<file path="config.mk">
export PLATFORM = sky130hd
export DESIGN_NAME = mouse_byte_receiver
export DESIGN_NICKNAME = d
export VERILOG_FILES = /design/src/rtl/mouse_byte_receiver.sv
export SDC_FILE = /design/constraint.sdc
export NUM_CORES = 1
export LEC_CHECK = 0
export BUFFER_PORTS_ARGS = -buffer_cell sky130_fd_sc_hd__buf_4
export CAP_MARGIN = 20
export CORE_MARGIN = 4
export CORE_UTILIZATION = 55
export CTS_CLUSTER_SIZE = 16
export DETAILED_ROUTE_END_ITERATION = 7
export HOLD_SLACK_MARGIN = 0.05
export PLACE_DENSITY = 0.74
export SLEW_MARGIN = 20
export SYNTH_ARGS = -nofsm -noshare
export SYNTH_HDL_FRONTEND = slang
export SYNTH_SLANG_ARGS = --single-unit
export TNS_END_PERCENT = 1
</file>
<file path="constraint.sdc">
create_clock -name CLK -period 4.75 [get_ports CLK]
set_input_delay 0.2375 -clock CLK [delete_from_list [all_inputs] [get_ports CLK]]
set_output_delay 0.2375 -clock CLK [all_outputs]
set_load 0.005 [all_outputs]
</file>
<file path="src/rtl/mouse_byte_receiver.sv">
// PS/2 device-to-host frame receiver: start, 8 data LSB-first, odd parity, stop.
// Delivers the byte and its error flags to the master SM with a one-cycle ready pulse.
module mouse_byte_receiver #(
    parameter int TIMEOUT_CYCLES = 50000,
    parameter int CNT_W          = 16
) (
    input  logic       CLK,
    input  logic       RESET,
    input  logic       CLK_MOUSE_IN,
    input  logic       DATA_MOUSE_IN,
    input  logic       READ_ENABLE,
    output logic [7:0] BYTE_READ,
    output logic [1:0] BYTE_ERROR_CODE,
    output logic       BYTE_READY
);

    typedef enum logic [2:0] {
        S_IDLE,
        S_DATA,
        S_PARITY,
        S_STOP,
        S_DONE
    } state_t;

    state_t           r_state;
    state_t           w_next;
    logic             r_clk_prev;
    logic [7:0]       r_shift;
    logic [2:0]       r_bitcnt;
    logic             r_parity;
    logic             r_stop;
    logic [CNT_W-1:0] r_timeout;

    logic w_fall;
    logic w_expired;
    logic w_in_frame;
    logic w_start;

    assign w_fall     = r_clk_prev & ~CLK_MOUSE_IN;
    assign w_expired  = (r_timeout == CNT_W'(TIMEOUT_CYCLES - 1));
    assign w_in_frame = (r_state == S_DATA) || (r_state == S_PARITY) ||
                        (r_state == S_STOP);
    assign w_start    = w_fall & READ_ENABLE & ~DATA_MOUSE_IN;

    always_ff @(posedge CLK or negedge RESET) begin
        if (!RESET) begin
            r_state <= S_IDLE;
        end else begin
            r_state <= w_next;
        end
    end

    always_comb begin
        w_next = r_state;
        unique case (r_state)
            S_IDLE: begin
                if (w_start) w_next = S_DATA;
            end
            S_DATA: begin
                if (w_fall) begin
                    if (r_bitcnt == 3'd7) w_next = S_PARITY;
                end else if (w_expired) begin
                    w_next = S_IDLE;
                end
            end
            S_PARITY: begin
                if (w_fall)         w_next = S_STOP;
                else if (w_expired) w_next = S_IDLE;
            end
            S_STOP: begin
                if (w_fall)         w_next = S_DONE;
                else if (w_expired) w_next = S_IDLE;
            end
            S_DONE: begin
                w_next = S_IDLE;
            end
            default: begin
                w_next = S_IDLE;
            end
        endcase
    end

    always_ff @(posedge CLK or negedge RESET) begin
        if (!RESET) begin
            r_clk_prev      <= 1'b0;
            r_shift         <= 8'd0;
            r_bitcnt        <= 3'd0;
            r_parity        <= 1'b0;
            r_stop          <= 1'b0;
            r_timeout       <= '0;
            BYTE_READ       <= 8'd0;
            BYTE_ERROR_CODE <= 2'b00;
            BYTE_READY      <= 1'b0;
        end else begin
            r_clk_prev <= CLK_MOUSE_IN;
            BYTE_READY <= 1'b0;

            // Watchdog only runs while a frame is in flight
            if (w_in_frame && !w_fall && !w_expired) begin
                r_timeout <= r_timeout + 1'b1;
            end else begin
                r_timeout <= '0;
            end

            if (r_state == S_IDLE && w_start) begin
                r_bitcnt <= 3'd0;
            end

            if (r_state == S_DATA && w_fall) begin
                r_shift[r_bitcnt] <= DATA_MOUSE_IN;
                r_bitcnt          <= r_bitcnt + 3'd1;
            end

            if (r_state == S_PARITY && w_fall) begin
                r_parity <= DATA_MOUSE_IN;
            end

            if (r_state == S_STOP && w_fall) begin
                r_stop <= DATA_MOUSE_IN;
            end

            if (r_state == S_DONE) begin
                BYTE_READ       <= r_shift;
                BYTE_ERROR_CODE <= {~r_stop, ~(^r_shift ^ r_parity)};
                BYTE_READY      <= 1'b1;
            end
        end
    end

endmodule
</file>
# Word level (Yosys, flattened, before mapping)

Index checks and enable logic that the tools add are counted.

Register bits after elaboration: 44

Reductions and logical operators: 15
Equal/unequal tests: 8
Order comparisons: 2
Mux-type cells: 14
Add/sub/neg operators: 2
Bitwise gates (word level): 8

Operators by type and width:

| cell                                                                   | number |
|---|---|
| 3-bit 2-to-1 mux                                                       | 8 |
| 16-bit by 1-bit adder with 16-bit output (second input constant)       | 1 |
| 16-bit equality test (second input constant)                           | 1 |
| 16-bit 2-to-1 mux                                                      | 1 |
| 3-bit case mux with 4 select lines                                     | 1 |
| 8-bit bitwise mux                                                      | 1 |
| 8-bit parity                                                           | 1 |
| 1-bit logical AND                                                      | 7 |
| 3-bit by 2-bit equality test with 1-bit output (second input constant) | 2 |
| 3-bit equality test (second input constant)                            | 2 |
| 3-bit by 4-bit < comparator with 1-bit output (second input constant)  | 1 |
| 1-bit NOT                                                              | 4 |
| 3-bit by 1-bit adder with 3-bit output (second input constant)         | 1 |
| 1-bit bitwise AND                                                      | 3 |
| 1-bit demux with 3-bit select                                          | 1 |
| 3-bit by 1-bit equality test with 1-bit output (second input constant) | 1 |
| 3-bit by 1-bit >= comparator with 1-bit output (second input constant) | 1 |
| 3-bit zero test                                                        | 1 |
| 3-bit inequality test (second input constant)                          | 1 |
| 1-bit zero test                                                        | 2 |
| 1-bit logical OR                                                       | 2 |
| 1-bit 2-to-1 mux                                                       | 2 |
| 2-bit inequality test (second input constant)                          | 1 |
| 2-bit AND reduction                                                    | 1 |
| other kinds (2)                                                        | 2 |

# Depth between registers and ports, before layout

Gate-level depths: netlist of run 1.

Depth after elaboration: 7
Gate-level depth with buffers: 7

# Least setup slack after synthesis of run 1

Ideal clock, no wire load.

Kind: register -> register
From: reg r_state[2]
To: reg r_shift[4]
Clock period less this slack: 1833 ps
Path buffers: 0
Path slack: 2917 ps
Data required time: 4622 ps
Arrival time: 1706 ps
Stages on the path, launching flop included: 5
Path through: dfrtp_1 or4b_4 nor3_4 and3b_1 mux2_1

Word-level cells in the longest chain between the ends: 2

RTL lines:

| item                                           | line | source |
|---|---|---|
| start, declared                                | 25   | `state_t r_state;` |
| start signal, assigned                         | 49   | `r_state <= w_next;` |
| 3-bit by 1-bit equality test with 1-bit output | 109  | `if (r_state == S_DATA && w_fall) begin` |
| 1-bit logical AND                              | 109  |  |
| end signal, assigned                           | 86   | `r_shift <= 8'd0;` |
| end signal, assigned by index                  | 110  | `r_shift[r_bitcnt] <= DATA_MOUSE_IN;` |
| end, declared                                  | 28   | `logic [7:0] r_shift;` |

No other way between the ends.
A chain may end at the register's enable or synchronous reset.

# Final worst setup path of run 1

Same ends and word-level chain as after synthesis.

==> impl_metrics.csv, run 1 <==
group,metric,value,unit
routing,dr.pass1.iters,4,
routing,post_drt_wl_per_cell,14.4,µm
sta,rsz0062_at_grt,"false",
setup_path,cp_slowest_stage_delay,0.61,ns
global_route,gr-total-overflow,0,
placement,place_congestion,0.855,
global_route,grt_pass1_vias,1486,
clock_network,clk_path_buf_depth,2,
logic_synthesis,avgSynthCellArea,10.5,µm²
floorplanning,die-area,4830,µm²
pwr,max-vdd-ir-drop,0.202,mV
logic_synthesis,ys_top_cells_by_area,"dfrtp_1 (53%), nand2_1 (5.6%), xnor2_1 (4.6%)",
routing,drc,0,
floorplanning,rows,22,
setup_path,reg2reg_from,"r_state[2]$_DFFE_PN0P_",
clock_network,htree_levels,2,
logic_synthesis,ys_seq_area_frac,0.530,
sta,final-setup-viol-count,0,
logic_synthesis,synth_edf_count,0,
clock_network,root_buffer,"clkbuf_8",
placement,dp_hpwl,2.70,mm
pwr,leakagePower,1.10,nW
floorplanning,start_util,0.568,
routing,via_per_inst,5.52,
clock_network,numCtsBuffers,5,
outcome,outcome,"finished clean",
sta,finalClockSkew,0.00828,ns
setup_path,cp_data_arrival_time,2.11,ns
sta,worst_slew_margin_rel,0.581,
global_route,grt_use_total,0.174,
logic_synthesis,synth_top_cell_area_share,0.530,
flow_run,maxCapViolCount,0,
finish,post-route-util,0.641,
setup_path,cpLargestDelayFamily,"simple AND/OR/NAND/NOR gates",
routing,drtIter0Drc,88,
finish,area_growth,13.0,%
floorplanning,coreArea,3660,µm²
worst_hold_path,whs_path_depth,1,
setup_path,crit_fanout,8,
logic_synthesis,synthFlopType,"dfrtp_1",
sta,min_period,1.94,ns
finish,layout-drive-gt1-share,0.166,
clock_network,cts_tree,"done",
sta,period_share,0.408,
global_route,antenna_found_initial,0,
floorplanning,die_height,69.5,µm
setup_path,r2r_cells,4,
worst_hold_path,hp-class,"in -> reg",
pwr,p_int,0.624,mW
setup_path,cp_slowest_cell,"or4b_4",
floorplanning,io_pins,16,
floorplanning,die_w,69.5,µm
setup_path,r2r_setup_slack,2.81,ns
setup_path,crit_path_start_kind,"register",
placement,port_buffers,15,
routing,num_vias,1462,
logic_synthesis,ys_warn_count,0,
setup_path,cp_cell_sequence,"or4b_4 -> nor3_4 -> and3b_1 -> mux2_1",
pwr,power-per-cell-area,359,nW/µm²
finish,diodes,0,
sta,drv_slew,0,
pwr,swShare,0.260,
clock_network,cts_sinks,44,
setup_path,setup.worst_path.class,"reg -> reg",
setup_path,critPathCaptureType,"register",
routing,final_antenna_net_count,0,
worst_hold_path,worstHoldStart,"CLK_MOUSE_IN",
logic_synthesis,synth_area,2080,µm²
logic_synthesis,synthArstFlopShare,1.00,
setup_path,r2r_end,"r_shift[4]$_DFFE_PN0P_",
sta,finalHoldViolCount,0,
finish,finalNetCount,224,
logic_synthesis,postSynthCellCount,198,
logic_synthesis,synthDistinctLibCells,39,
worst_hold_path,hold_path_end,"r_clk_prev$_DFF_PN0_",
routing,postRouteWirelength,3.82,mm
sta,tightest_slew,0.626,ns
logic_synthesis,syn_nets,206,
logic_synthesis,synth-seq-cells,44,
clock_network,clk_pin_slew_worst_paths,0.08,ns
setup_path,required,4.93,ns
logic_synthesis,synth_top_area_cell,"dfrtp_1",
setup_path,cp_num_buf_inv,0,
sta,fmax,516,MHz
sta,holdWs,0.0778,ns
global_route,grt_pass1_wl,6.71,mm
clock_network,clock_latency,0.29,ns
sta,setup_tns,0,ns
pwr,p_clk_frac,0.330,
pwr,combPwrFrac,0.146,
pwr,p_sw,0.219,mW
pwr,p_seq_frac,0.524,
global_route,grt_start_max_net_pins,45,
==> registers in the layout, indices dropped and copies added (netlist names) <==
register,count
r_stop,1
BYTE_ERROR_CODE,2
r_state,3
r_clk_prev,1
r_bitcnt,3
r_timeout,16
r_shift,8
r_parity,1
BYTE_READ,8
BYTE_READY,1
==> synth_stat cells (all sizes together), types with 2 or more instances <==
cell	instances
a21o	2
a21oi	7
a22o	2
and3	4
clkbuf	4
dfrtp	44
ha	3
inv	5
mux2	9
nand2	31
nand2b	2
nand3	8
nand4	8
nor2	19
nor3	3
nor4	6
o211ai	2
o21ai	7
or3	2
xnor2	11
xor2	7
==> power by group through the flow <==
stage / clock network, mW / registers, mW / logic, mW
global route: 0.307 / 0.446 / 0.138
floorplan: 0 / 0.436 / 0.101
CTS: 0.288 / 0.441 / 0.124
finish: 0.278 / 0.441 / 0.123
detailed placement: 0 / 0.448 / 0.123
global placement: 0 / 0.445 / 0.117
==> cells by family after synthesis <==
family,count (synthesis),synth area share
simple gates,89,0.222
flops,44,0.530
compound gates,23,0.0710
xor+xnor,19,0.0867
buf+inv,11,0.0205
mux,9,0.0524
fa+ha+maj,3,0.0181
==> through the flow <==
stage	power (mW)	area [µm²]	worst slack (ns)	std cells
finish	0.842	2350	2.81	265
global route	0.891	2350	2.70	265
CTS	0.852	2350	2.82	265
detailed placement	0.571	2230	2.83	256
global placement	0.563	2230	2.87	256
floorplan	0.537	2080	2.92	198
==> repair_timing <==
action                                 CTS  global route
gates resized for setup                  0             0
endpoints found under the hold margin   44             0
buffers inserted                         0             0
hold buffers                             1             0
==> area by class of cell <==
type                            instances  area (µm²)
Inverter                                6        22.5
Tap cell                               48        60.1
Fill cell                             306        1310
Clock inverter                          2        35.0
Sequential cell                        44        1100
Timing Repair Buffer                   16         123
Clock buffer                            6        72.6
Multi-Input combinational cell        143         935
==> metal layers <==
layer / GRT usage / vias to the layer above / part of all wire
met3: 0.0478 / 6 / 0.032
li1: - / 723 / -
met5: 0 / - / 0
met1: 0.191 / 706 / 0.41
met2: 0.314 / 27 / 0.54
met4: 0.0738 / 0 / 0.018
==> how the worst max path moves through the flow <==
stage	start	to	slack, ns	depth (start not counted)
floorplan	r_state[2]$_DFFE_PN0P_	r_shift[4]$_DFFE_PN0P_	2.92	4
global placement	r_state[2]$_DFFE_PN0P_	r_shift[4]$_DFFE_PN0P_	2.87	4
detailed placement	r_state[2]$_DFFE_PN0P_	r_shift[4]$_DFFE_PN0P_	2.83	4
CTS	r_state[2]$_DFFE_PN0P_	r_shift[4]$_DFFE_PN0P_	2.82	4
global route	r_timeout[4]$_DFF_PN0_	r_timeout[10]$_DFF_PN0_	2.70	4
finish	r_state[2]$_DFFE_PN0P_	r_shift[4]$_DFFE_PN0P_	2.81	4
==> layout by cell type (no fill, tap or decap), types with 7 or more instances in the layout <==
cell type | synthesis | final
nand4_1 | 8 | 8
nor2_1 | 18 | 18
nand3_1 | 7 | 7
xor2_1 | 7 | 7
dfrtp_1 | 44 | 44
nand2_1 | 31 | 31
o21ai_0 | 7 | 7
xnor2_1 | 11 | 11
buf_4 | 0 | 15
a21oi_1 | 7 | 7
Note: power is estimated with default switching activity, not from simulation.
==> run 2, diff against run 1 <==
- ABC_AREA: not set -> 1
- clock period: 4.75 -> 2 ns (I/O delays scaled with it)
==> run 2 against run 1 <==
  * First-iteration DRC count up 32%
  * Cell count grew 32%
  * Synthesized area increased by 6.8%
  * Register-to-register slack worse by 2.4 ns
  * Core utilization is 2.1 points higher
  * Sequential share of layout area decreased by 2.8 points
  * Sequential cell count unchanged
  * Power grew to 3.1 times the previous value
  * Critical path type unchanged
  * Critical endpoint is now r_timeout[13]$_DFF_PN0_
==> impl_metrics.csv, run 2 <==
group,metric,value,unit
setup_path,r2r_cells,8,
clock_network,cts_tree,"done",
sta,tightest_slew,0.537,ns
worst_hold_path,hold_path_end,"r_shift[1]$_DFFE_PN0P_",
logic_synthesis,synthDistinctLibCells,23,
setup_path,required,2.17,ns
logic_synthesis,synth_edf_count,0,
worst_hold_path,worstHoldStart,"DATA_MOUSE_IN",
global_route,grt_start_max_net_pins,45,
placement,place_congestion,0.872,
setup_path,reg2reg_from,"r_timeout[0]$_DFF_PN0_",
sta,finalClockSkew,0.00801,ns
clock_network,postCtsSetupRepairBufs,0,
global_route,grt_use_total,0.178,
logic_synthesis,syn_nets,287,
logic_synthesis,yosys-mux-area-fraction,0,
flow_run,maxCapViolCount,0,
routing,num_vias,1750,
logic_synthesis,synth-seq-cells,44,
logic_synthesis,synth.most_common_cell,"nand2_1",
clock_network,clk_pin_slew_worst_paths,0.08,ns
floorplanning,coreArea,3770,µm²
routing,drc,0,
finish,finalNetCount,309,
logic_synthesis,synthFlopType,"dfrtp_1",
sta,setup_tns,0,ns
sta,final-setup-viol-count,0,
finish,max_flop_register,"r_timeout",
logic_synthesis,synth_top_cell_area_share,0.496,
floorplanning,io_pins,16,
setup_path,cp-startpoint,"r_timeout[0]$_DFF_PN0_",
logic_synthesis,synth_fa_ha_area_frac,0.0169,
global_route,antenna_found_initial,0,
finish,area_growth,12.6,%
finish,largest_reg_flops,16,
sta,worst_slew_margin_rel,0.642,
clock_network,cts_sinks,44,
global_route,grt_pass1_vias,1627,
routing,via_per_inst,5.00,
worst_hold_path,whs_path_depth,3,
finish,final_common_cell,"nand2_1",
finish,regArea,1100,µm²
finish,layout_common_cells,"nand2_1 (74), dfrtp_1 (44), nor2_1 (38), inv_1 (35)",
logic_synthesis,synthSimpleGateAreaFrac,0.318,
sta,min_period,1.55,ns
logic_synthesis,synth_xor_area_frac,0.0316,
setup_path,r2r_setup_slack,0.45,ns
logic_synthesis,synth_area,2220,µm²
clock_network,numCtsBuffers,5,
routing,drtIter0Drc,116,
logic_synthesis,synth_compound_area_frac,0.0609,
placement,dp_hpwl,2.93,mm
floorplanning,die_height,71.5,µm
floorplanning,die-area,5120,µm²
sta,fmax,647,MHz
logic_synthesis,synthArstFlopShare,1.00,
logic_synthesis,synth_top_family_by_area,"simple AND/OR/NAND/NOR gates",
worst_hold_path,hp-class,"in -> reg",
finish,post-route-util,0.663,
finish,top_regs,"r_timeout x16, BYTE_READ x8, r_shift x8",
routing,post_drt_wl_per_cell,11.3,µm
sta,drv_slew,0,
routing,dr.pass1.iters,4,
setup_path,critPathCaptureType,"register",
pwr,max-vdd-ir-drop,0.524,mV
logic_synthesis,ys_top_cells_by_area,"dfrtp_1 (50%), nand2_1 (13%), nor2_1 (6.4%)",
logic_synthesis,ys_warn_count,0,
global_route,grt_pass1_wl,7.31,mm
sta,finalHoldViolCount,0,
setup_path,crit_fanout,16,
logic_synthesis,avgSynthCellArea,7.96,µm²
pwr,power-per-cell-area,1030,nW/µm²
logic_synthesis,synth_top_area_cell,"dfrtp_1",
clock_network,clock_latency,0.29,ns
floorplanning,start_util,0.589,
pwr,leakagePower,1.18,nW
logic_synthesis,ys_top_cells_by_count,"nand2_1 (74), dfrtp_1 (44), nor2_1 (38)",
floorplanning,die_w,71.5,µm
finish,multi_input_area,948,µm²
routing,postRouteWirelength,3.95,mm
sta,rsz0062_at_grt,"false",
finish,layout-drive-gt1-share,0.129,
setup_path,crit_path_start_kind,"register",
sta,period_share,0.773,
floorplanning,rows,22,
clock_network,htree_levels,2,
clock_network,root_buffer,"clkbuf_8",
setup_path,r2r_end,"r_timeout[13]$_DFF_PN0_",
setup_path,cp_data_arrival_time,1.72,ns
outcome,outcome,"finished clean",
placement,port_buffers,15,
setup_path,setup.worst_path.class,"reg -> reg",
finish,nFillCells,320,
finish,diodes,0,
logic_synthesis,ys_seq_area_frac,0.496,
clock_network,clk_path_buf_depth,2,
logic_synthesis,postSynthCellCount,279,
routing,final_antenna_net_count,0,
clock_network,cts-resized-gates,0,
global_route,gr-total-overflow,0,
-- run 2: repair_timing --
action                                  in CTS  in global routing
endpoints found under the setup margin       0                  0
hold endpoints to repair                    45                  0
hold buffers                                 2                  0
-- run 2: cell type report --
cell class | count | area share
clock buffer | 6 | 0.0290
clock inverter | 2 | 0.0140
inverter | 40 | 0.0601
multi-input combinational | 193 | 0.379
sequential | 44 | 0.440
tap | 48 | 0.0240
timing repair buffer | 17 | 0.0531
-- run 2: worst max-delay path, stage by stage, from the launching register on --
cell and delay [ns]:
dfrtp_1 0.40, ha_1 0.21, nand2_2 0.11, nor2_4 0.12, inv_2 0.05, nor2_2 0.10, nand2_2 0.07, nand2_2 0.27
nor2_1 0.09
-- run 2: cell families (layout without fill, tap and decap cells) --
kind of cell	Yosys count	count (layout)
AND/OR/NAND/NOR	156	156
flip-flops	44	44
buffers and inverters	42	65
AO/OA/AOI/OAI	26	26
XOR/XNOR	8	8
adder cells (fa/ha/maj)	3	3
-- run 2: power by group --
group | switching, mW | internal, mW
Sequential | 0.139 | 1.06
Clock | 0.290 | 0.371
Combinational | 0.450 | 0.276
-- run 2: layer usage --
metal | vias up | share of wire | track usage
met5 | - | 0 | 0
met4 | 0 | 0.015 | 0.0564
met1 | 791 | 0.51 | 0.268
li1 | 920 | - | -
met3 | 5 | 0.054 | 0.0435
met2 | 34 | 0.42 | 0.252
-- run 2: worst max path at each step --
stage	endpoint	slack [ns]	cells past startpoint
2_1_floorplan	r_timeout[10]$_DFF_PN0_	0.63	9
3_3_place_gp	r_timeout[2]$_DFF_PN0_	0.51	8
3_5_place_dp	r_timeout[13]$_DFF_PN0_	0.48	8
4_1_cts	r_timeout[13]$_DFF_PN0_	0.46	8
5_1_grt	r_timeout[15]$_DFF_PN0_	0.30	8
6_report	r_timeout[13]$_DFF_PN0_	0.45	8
-- run 2: per-stage QoR --
step / instances / hold WS, ns / setup WS (ns) / total power [mW] / instance area (µm²)
after floorplan: 279 / -0.196 / 0.626 / 1.75 / 2220
after global placement: 340 / 0.123 / 0.506 / 1.91 / 2370
after detailed placement: 340 / 0.120 / 0.479 / 1.94 / 2370
after CTS: 350 / 0.0882 / 0.455 / 2.61 / 2500
after global routing: 350 / 0.124 / 0.301 / 2.79 / 2500
final: 350 / 0.0965 / 0.455 / 2.59 / 2500
